## config.mk

```make
export PLATFORM = sky130hd
export DESIGN_NAME = pc_fetch_ctrl
export DESIGN_NICKNAME = d
export VERILOG_FILES = /design/src/rtl/fetch_pkg.sv /design/src/rtl/fetch_fifo.sv /design/src/rtl/pc_fetch_ctrl.sv
export SDC_FILE = /design/constraint.sdc
export NUM_CORES = 1
export LEC_CHECK = 0
export CAP_MARGIN = 20
export CORE_MARGIN = 2
export CORE_UTILIZATION = 40
export CTS_CLUSTER_DIAMETER = 200
export DETAILED_ROUTE_END_ITERATION = 12
export SLEW_MARGIN = 20
export SYNTH_ARGS = -nofsm -noshare
export SYNTH_HDL_FRONTEND = slang
export SYNTH_SLANG_ARGS = --single-unit
```

## constraint.sdc

```tcl
create_clock -name clk -period 6.3 [get_ports clk]
set_clock_uncertainty 0.05 [all_clocks]
set_input_delay 1.26 -clock clk [delete_from_list [all_inputs] [get_ports clk]]
set_output_delay 1.26 -clock clk [all_outputs]
set_load 0.02 [all_outputs]
```

## src/rtl/fetch_pkg.sv

```systemverilog
// rtl/fetch_pkg.sv - shared widths, defaults and FSM encoding for the fetch unit
package fetch_pkg;
  localparam int          XLEN_DEF     = 32;
  localparam logic [31:0] RESET_PC_DEF = 32'h0;
  localparam int          INSTR_W      = 32;
  localparam int          PC_INC       = 4;

  typedef enum logic [1:0] {
    BOOT = 2'd0,
    RUN  = 2'd1,
    HALT = 2'd2
  } fetch_state_e;
endpackage

```

## src/rtl/fetch_fifo.sv

```systemverilog
// rtl/fetch_fifo.sv - synchronous {pc, instr} buffer between fetch and decode
module fetch_fifo #(
  parameter int W     = 64,
  parameter int DEPTH = 2
) (
  input  logic                       clk,
  input  logic                       rst_n,
  input  logic                       push,
  input  logic [W-1:0]               push_data,
  input  logic                       pop,
  input  logic                       flush,
  output logic [W-1:0]               head_data,
  output logic [$clog2(DEPTH+1)-1:0] count,
  output logic                       full,
  output logic                       empty
);
  localparam int PW = (DEPTH > 1) ? $clog2(DEPTH) : 1;
  localparam int CW = $clog2(DEPTH+1);

  logic [W-1:0]  mem [DEPTH];
  logic [PW-1:0] rd_ptr;
  logic [PW-1:0] wr_ptr;
  logic          do_push;
  logic          do_pop;

  function automatic logic [PW-1:0] bump(input logic [PW-1:0] p);
    return (p == PW'(DEPTH-1)) ? '0 : p + PW'(1);
  endfunction

  // flush dominates so a redirect never lets a stale word in or out
  assign do_push   = push && !flush;
  assign do_pop    = pop && !empty && !flush;
  assign empty     = (count == '0);
  assign full      = (count == CW'(DEPTH));
  assign head_data = mem[rd_ptr];

  always_ff @(posedge clk or negedge rst_n) begin
    if (!rst_n) begin
      rd_ptr <= '0;
      wr_ptr <= '0;
      count  <= '0;
    end else if (flush) begin
      rd_ptr <= '0;
      wr_ptr <= '0;
      count  <= '0;
    end else begin
      if (do_push) wr_ptr <= bump(wr_ptr);
      if (do_pop)  rd_ptr <= bump(rd_ptr);
      count <= count + CW'(do_push) - CW'(do_pop);
    end
  end

  always_ff @(posedge clk) begin
    if (do_push) mem[wr_ptr] <= push_data;
  end
endmodule

```

## src/rtl/pc_fetch_ctrl.sv

```systemverilog
// rtl/pc_fetch_ctrl.sv - PC owner, in-order imem fetch, redirect/drop handling
// Optional MISALIGN_TRAP_EN: misaligned redirect pulses misalign_trap and halts fetch.
module pc_fetch_ctrl
  import fetch_pkg::*;
#(
  parameter int              XLEN       = XLEN_DEF,
  parameter logic [XLEN-1:0] RESET_PC   = XLEN'(RESET_PC_DEF),
  parameter int              FIFO_DEPTH = 2
) (
  input  logic               clk,
  input  logic               rst_n,
  input  logic               redirect_valid,
  input  logic [XLEN-1:0]    redirect_target,
  output logic               imem_req,
  output logic [XLEN-1:0]    imem_addr,
  input  logic               imem_gnt,
  input  logic               imem_rvalid,
  input  logic [INSTR_W-1:0] imem_rdata,
  output logic               if_valid,
  output logic [XLEN-1:0]    if_pc,
  output logic [INSTR_W-1:0] if_instr,
  input  logic               if_ready,
  output logic               misalign_trap
);
  localparam int CW = $clog2(FIFO_DEPTH+1);

  fetch_state_e          state;
  logic [XLEN-1:0]       pc;
  logic [XLEN-1:0]       resp_pc;
  logic [CW-1:0]         outstanding;
  logic [CW-1:0]         drop_cnt;
  logic [CW-1:0]         fifo_count;
  logic                  fifo_full;
  logic                  fifo_empty;
  logic                  fifo_push;
  logic                  fifo_pop;
  logic [XLEN+INSTR_W-1:0] fifo_head;
  logic [CW:0]           in_use;
  logic                  grant;
  logic [XLEN-1:0]       target;
  logic                  misaligned;

`ifdef MISALIGN_TRAP_EN
  assign target     = redirect_target;
  assign misaligned = |redirect_target[1:0];
`else
  assign target     = redirect_target & ~XLEN'(3);
  assign misaligned = 1'b0;
`endif

  // credit: in-flight plus buffered words may never exceed the buffer size
  assign in_use    = {1'b0, outstanding} + {1'b0, fifo_count};
  assign imem_req  = (state == RUN) && !redirect_valid && (in_use < (CW+1)'(FIFO_DEPTH));
  assign imem_addr = pc;
  assign grant     = imem_req && imem_gnt;

  assign fifo_push = imem_rvalid && (drop_cnt == '0) && !redirect_valid;
  assign fifo_pop  = if_valid && if_ready && !redirect_valid;
  assign if_valid  = !fifo_empty;
  assign if_pc     = fifo_head[XLEN+INSTR_W-1:INSTR_W];
  assign if_instr  = fifo_head[INSTR_W-1:0];

  always_ff @(posedge clk or negedge rst_n) begin
    if (!rst_n) begin
      state         <= BOOT;
      pc            <= RESET_PC;
      resp_pc       <= RESET_PC;
      outstanding   <= '0;
      drop_cnt      <= '0;
      misalign_trap <= 1'b0;
    end else begin
      misalign_trap <= 1'b0;
      if (redirect_valid) begin
        pc          <= target;
        resp_pc     <= target;
        // everything still in flight belongs to the old path
        drop_cnt    <= outstanding - CW'(imem_rvalid);
        outstanding <= outstanding - CW'(imem_rvalid);
        if (misaligned) begin
          misalign_trap <= 1'b1;
          state         <= HALT;
        end else begin
          state <= RUN;
        end
      end else begin
        if (state == BOOT) state <= RUN;
        if (grant) pc <= pc + XLEN'(PC_INC);
        outstanding <= outstanding + CW'(grant) - CW'(imem_rvalid);
        if (imem_rvalid) begin
          if (drop_cnt != '0) drop_cnt <= drop_cnt - CW'(1);
          else                resp_pc  <= resp_pc + XLEN'(PC_INC);
        end
      end
    end
  end

  fetch_fifo #(
    .W     (XLEN + INSTR_W),
    .DEPTH (FIFO_DEPTH)
  ) u_fifo (
    .clk       (clk),
    .rst_n     (rst_n),
    .push      (fifo_push),
    .push_data ({resp_pc, imem_rdata}),
    .pop       (fifo_pop),
    .flush     (redirect_valid),
    .head_data (fifo_head),
    .count     (fifo_count),
    .full      (fifo_full),
    .empty     (fifo_empty)
  );

  a_no_overflow: assert property (@(posedge clk) disable iff (!rst_n)
    !(fifo_push && fifo_full && !fifo_pop));
endmodule

```

==> impl_metrics.tcl, run 1 <==
set metrics [dict create \
    status "completed" \
    fin_nets 857 \
    hold_viol_final 0 \
    syn_area_um2 8330 \
    post-cts-setup-buffers 0 \
    drc 0 \
    cts_resized 0 \
    gr-usage-met2_pct 31.1 \
    yosys_register_bits 193 \
    placed_cell_area_um2 10200 \
    tritoncts "built" \
    fill_cells 1712 \
    synth-edff-count 124 \
    power_density_nw_per_um2 308 \
    place_ws_ns 2.24 \
    syn-instance-count 610 \
    io_pins 169 \
    htreeDepth 4 \
    drive_gt1_share_pct 16.1 \
    core_area_um2 20400 \
    fin_area_um2 10800 \
    grt.overflow.total 0 \
    grtUsageTotal_pct 18.4 \
    period_share_pct 64.8 \
    clk_pin_slew_worst_paths_ns 0.08 \
    root_buffer "clkbuf_16" \
    drt-total-wl_um 19300 \
    yosys_warnings 0 \
    worstSetupPathType "reg -> out" \
    clkLatencyLatePin_ns 0.43 \
    ant_nets 0 \
    holdPathStages 0 \
    antenna_cells 0 \
    gr-usage-met1_pct 23.6 \
    finalSetupViolations 0 \
    ctsLongestPathBuffers 2 \
    use_met3_pct 4.05 \
    die_w_um 148 \
    async_flop_share_pct 35.8 \
    path_max_fanout 38 \
    dieArea_um2 22000 \
    cts_hold_buffers 0 \
    max_slew_margin_pct 34.6 \
    worst_pin_slew_ns 0.973 \
    grt_pass1_vias 5759 \
    drv_slew 0 \
    tns_ns 0 \
    hp-class "reg -> reg" \
    final.setup.worst_slack_ns 2.22 \
    grt_pass1_wl_um 31200 \
    die_height_um 148 \
    worstSetupEndpointType "output pin" \
    synth-seq-area-share_pct 65.5 \
    crit_arrival_ns 2.77 \
    io_buffers 161 \
    gp_congestion 0.811 \
    grt_busiest_layer "met2" \
    syn_area_per_cell_um2 13.7 \
    num_vias 5522 \
    cts.sinks 193 \
    cts_buffers 17 \
    ir_worst_vdd_mv 0.173 \
    ys_types 47 \
    syn_to_final_growth_pct 29.8 \
    vias_per_cell 5.21 \
    hpwl_um 13500 \
    first_pass_iters 6 \
    drt_iter0_drc 399 \
    p_leak_nw 3.86 \
    rows 52 \
    synth_ff_type "edfxtp_1" \
    maxCapViolCount 0 \
    fmaxAchievable_mhz 245 \
    cp.required_ns 4.99 \
    min_period_ns 4.08 \
    detail_route.wl_per_cell_um 18.2 \
    antenna_found_initial 1 \
    r2r_cells 12 \
    cp-start-kind "flop" \
    rsz0062_at_grt "no" \
    grt_start_max_net_pins 70 \
    initial_core_util_pct 40.9 \
]
## stage by stage
stage,cells,total power [mW],util (%),hold WS [ns]
floorplan,614,2.00,-,0.412
global placement,1029,2.33,50.3,0.424
detailed placement,1029,2.35,50.3,0.435
CTS,1060,3.37,53.0,0.452
global route,1060,3.49,53.1,0.483
finish,1060,3.33,53.1,0.447
## cell usage in the layout, fill, tap and decap left out, types with 10 or more instances in the layout
| cell type | synthesis | routed |
|---|---|---|
| mux2_2 | 71 | 71 |
| nand2_1 | 49 | 49 |
| o21ai_0 | 27 | 27 |
| edfxtp_1 | 124 | 124 |
| nand4_1 | 24 | 24 |
| clkdlybuf4s50_1 | 0 | 159 |
| nand3_1 | 30 | 30 |
| clkbuf_16 | 0 | 17 |
| nor2_1 | 30 | 30 |
| dfrtp_1 | 69 | 68 |
| inv_1 | 18 | 18 |
| xor2_1 | 25 | 25 |
| a21oi_1 | 10 | 10 |
| xnor2_1 | 21 | 21 |
## final cells by class
| cell class | count | area, um^2 | share of cell area [%] |
|---|---|---|---|
| Sequential cell | 193 | 5450 | 50.4 |
| Multi-Input combinational cell | 377 | 2740 | 25.3 |
| Clock buffer | 17 | 425 | 3.93 |
| Clock inverter | 14 | 124 | 1.15 |
| Timing Repair Buffer | 169 | 1660 | 15.4 |
| Inverter | 20 | 75.1 | 0.694 |
| Tap cell | 270 | 338 | 3.12 |
## cell families (layout without fill, tap and decap cells)
group / after synthesis / count (layout) / share of synthesized area, %
compound gates: 68 / 68 / 5.18
xor+xnor: 46 / 46 / 4.84
fa+ha+maj: 9 / 9 / 1.44
buf+inv: 44 / 220 / 2.22
flops: 193 / 193 / 65.5
mux: 72 / 72 / 9.72
other cells: 2 / 6 / 0.0902
simple gates: 176 / 176 / 11.0
## registers in the layout, indices dropped and copies added, names as in the netlist
signal / count
u_fifo.wr_ptr: 1
drop_cnt: 2
u_fifo.count: 2
u_fifo.rd_ptr: 1
u_fifo.mem: 124
imem_addr: 30
resp_pc: 30
outstanding: 2
state: 1
## path summary, 6_finish.rpt
check | slack, ns | from | to
worst max-delay path | 2.22 | u_fifo.rd_ptr | if_pc[19]
max in group asynchronous | 4.58 | rst_n | u_fifo.rd_ptr
worst min-delay path | 0.45 | resp_pc[31] | u_fifo.mem[0][63]
worst max register to register | 3.18 | outstanding[0] | outstanding[1]
min in group asynchronous | 0.98 | rst_n | imem_addr[6]
worst min register to register | 0.45 | resp_pc[31] | u_fifo.mem[0][63]
## where the power goes
part	internal [mW]	leakage, nW	switching (mW)	total, mW
Clock	0.517	0.270	0.496	1.01
Sequential	1.47	1.94	0.101	1.57
Combinational	0.362	1.65	0.377	0.739
Total	2.35	3.86	0.974	3.33
## synth_stat cells, types with 10 or more instances
| master | count | area (um^2) |
|---|---|---|
| mux2_2 | 71 | 800 |
| o21ai_0 | 27 | 135 |
| xor2_1 | 25 | 219 |
| nand4_1 | 24 | 150 |
| clkbuf_1 | 15 | 56.3 |
| edfxtp_1 | 124 | 3720 |
| nand3_1 | 30 | 150 |
| nand2_1 | 49 | 184 |
| dfrtp_1 | 69 | 1730 |
| inv_1 | 18 | 67.6 |
| nor2_1 | 30 | 113 |
| a21oi_1 | 10 | 50.1 |
| xnor2_1 | 21 | 184 |
## critical path, cell delays in order, from the launching register on
cell	delay, ns
dfrtp_2	0.80
buf_4	0.57
mux2_2	0.40
clkdlybuf4s50_1	0.57
## layer usage
layer  vias up  share of wire, %  routed length (um)
met5         -             0.067                  13
met1      2705                42                8150
met4         2               1.9                 366
li1       2590                 -                   -
met2       193                50                9670
met3        32               5.8                1120
Power figures use the tool's default switching activity.
==> run 2: changes to the inputs <==
PLACE_DENSITY = 0.67   (was default)
clock period = 3.5 ns   (was 6.3 ns; I/O delays follow)
==> impl_metrics.tcl, run 2 (synthesis gave the netlist of run 1 again) <==
set metrics [dict create \
    status "completed" \
    worstSetupEndpointType "flop" \
    crit_arrival_ns 3.46 \
    slowest_stage "or4b_4" \
    die_height_um 148 \
    htreeDepth 4 \
    initial_core_util_pct 40.9 \
    fill_cells 1694 \
    ir_worst_vdd_mv 0.358 \
    post-cts-setup-buffers 0 \
    drc 0 \
    drt-total-wl_um 19800 \
    grt_pass1_vias 5894 \
    grt.overflow.total 0 \
    rows 52 \
    fmaxAchievable_mhz 317 \
    cts_buffers 17 \
    critical-path-top-delay-family "adder cells" \
    vias_per_cell 5.21 \
    cts.sinks 193 \
    drt_iter0_drc 359 \
    hpwl_um 13900 \
    period_share_pct 90.1 \
    p_int_mw 4.36 \
    gp_congestion 0.818 \
    power_frac_seq_pct 46.5 \
    grt_pass1_wl_um 31600 \
    min_period_ns 3.15 \
    max_flop_register "u_fifo.mem" \
    grtUsageTotal_pct 18.6 \
    drive_gt1_share_pct 16.4 \
    ctsLongestPathBuffers 2 \
    worst-path-buf-inv 3 \
    seqCellArea_um2 5450 \
    drv_slew 0 \
    ant_nets 0 \
    path_max_fanout 17 \
    tns_ns 0 \
    multi_input_area_um2 2720 \
    dieArea_um2 22000 \
    switching_share_pct 28.3 \
    die_w_um 148 \
    power_density_nw_per_um2 559 \
    final.setup.worst_slack_ns 0.345 \
    most-common-layout-cells "clkdlybuf4s50_1 (158), edfxtp_1 (124), mux2_2 (71), dfrtp_1 (68), nand2_1 (49)" \
    combinationalPowerShare_pct 22.5 \
    clkLatencyLatePin_ns 0.43 \
    fin_nets 864 \
    rsz0062_at_grt "no" \
    cpPeakStageDelay_ns 0.55 \
    detail_route.wl_per_cell_um 18.5 \
    crit_top_cell "inv_1" \
    maxCapViolCount 0 \
    io_pins 169 \
    final_common_cell "clkdlybuf4s50_1" \
    hold_viol_final 0 \
    power_switching_mw 1.72 \
    largest_reg_flops 124 \
    grt_start_max_net_pins 59 \
    path_cells "inv_1 -> nor2_1 -> fa_1 -> or4b_4 -> nor2_1 -> inv_1 -> ha_1 -> inv_1 -> ha_1 -> xnor2_1 -> o21ai_0 -> xor2_1" \
    antenna_found_initial 0 \
    root_buffer "clkbuf_16" \
    hp-class "reg -> reg" \
    core_area_um2 20400 \
    antenna_cells 0 \
    place_ws_ns 0.383 \
    clk_pin_slew_worst_paths_ns 0.07 \
    finalSetupViolations 0 \
    max_slew_margin_pct 35.2 \
    num_vias 5561 \
    tritoncts "built" \
    worst_pin_slew_ns 0.963 \
    p_leak_nw 3.89 \
    io_buffers 161 \
    syn_to_final_growth_pct 30.7 \
    clkPwrFrac_pct 31.1 \
    first_pass_iters 5 \
    worstSetupPathType "reg -> reg" \
    p_total_mw 6.09 \
    cp-start-kind "flop" \
    cp.required_ns 3.80 \
]
run 2: final timing paths:
path | cells past startpoint | to | from | slack, ns
min in group asynchronous | 2 | imem_addr[5] | rst_n | 0.53
worst max register to register | 12 | outstanding[1] | outstanding[0] | 0.35
max in group asynchronous | 3 | u_fifo.rd_ptr | rst_n | 2.05
worst min-delay path | 0 | u_fifo.mem[1][63] | resp_pc[31] | 0.45
worst min register to register | 0 | u_fifo.mem[1][63] | resp_pc[31] | 0.45
worst max-delay path | 12 | outstanding[1] | outstanding[0] | 0.35
run 2: power groups by stage:
stage	Combinational (mW)	Sequential, mW	Clock (mW)
global route	1.47	2.85	2.03
CTS	1.38	2.82	1.93
finish	1.37	2.83	1.89
floorplan	0.738	2.87	0
global placement	1.34	2.85	0
detailed placement	1.37	2.87	0
run 2: metal layers:
metal  global-route usage [%]  wire length (um)  share of wire (%)  up-vias
met2                     30.5              9580                 48      191
met5                        0                 0                  0        -
met3                     4.08              1150                5.8       32
met1                     24.7              8610                 44     2737
li1                         -                 -                  -     2601
met4                     6.14               440                2.2        0
run 2: what timing repair did:
action | 4_1_cts | 5_1_grt
hold endpoints to repair | 2 | 0
hold buffers | 1 | 0
endpoints found under the setup margin | 0 | 1
resized for setup | 0 | 1
run 2: final cells by class:
class | count | area share [%]
Clock buffer | 19 | 3.98
Tap cell | 270 | 3.10
Sequential cell | 193 | 50.1
Inverter | 20 | 0.690
Clock inverter | 13 | 1.25
Timing Repair Buffer | 176 | 15.9
Multi-Input combinational cell | 377 | 25.0
run 2: metrics by stage:
stage / instance area, um^2 / std cells / util [%] / hold slack, ns
4_1_cts: 10900 / 1068 / 53.4 / 0.452
3_3_place_gp: 10300 / 1035 / 50.6 / 0.418
3_5_place_dp: 10300 / 1035 / 50.6 / 0.434
5_1_grt: 10900 / 1068 / 53.4 / 0.469
6_report: 10900 / 1068 / 53.4 / 0.447
2_1_floorplan: 8350 / 614 / - / 0.354
==> run 3: changes to the inputs <==
CTS_CLUSTER_DIAMETER = 40   (was 200)
HOLD_SLACK_MARGIN = 0.02   (was default)
==> results of run 3 <==
Final layout, timing and power as in run 2 (identical DEF).
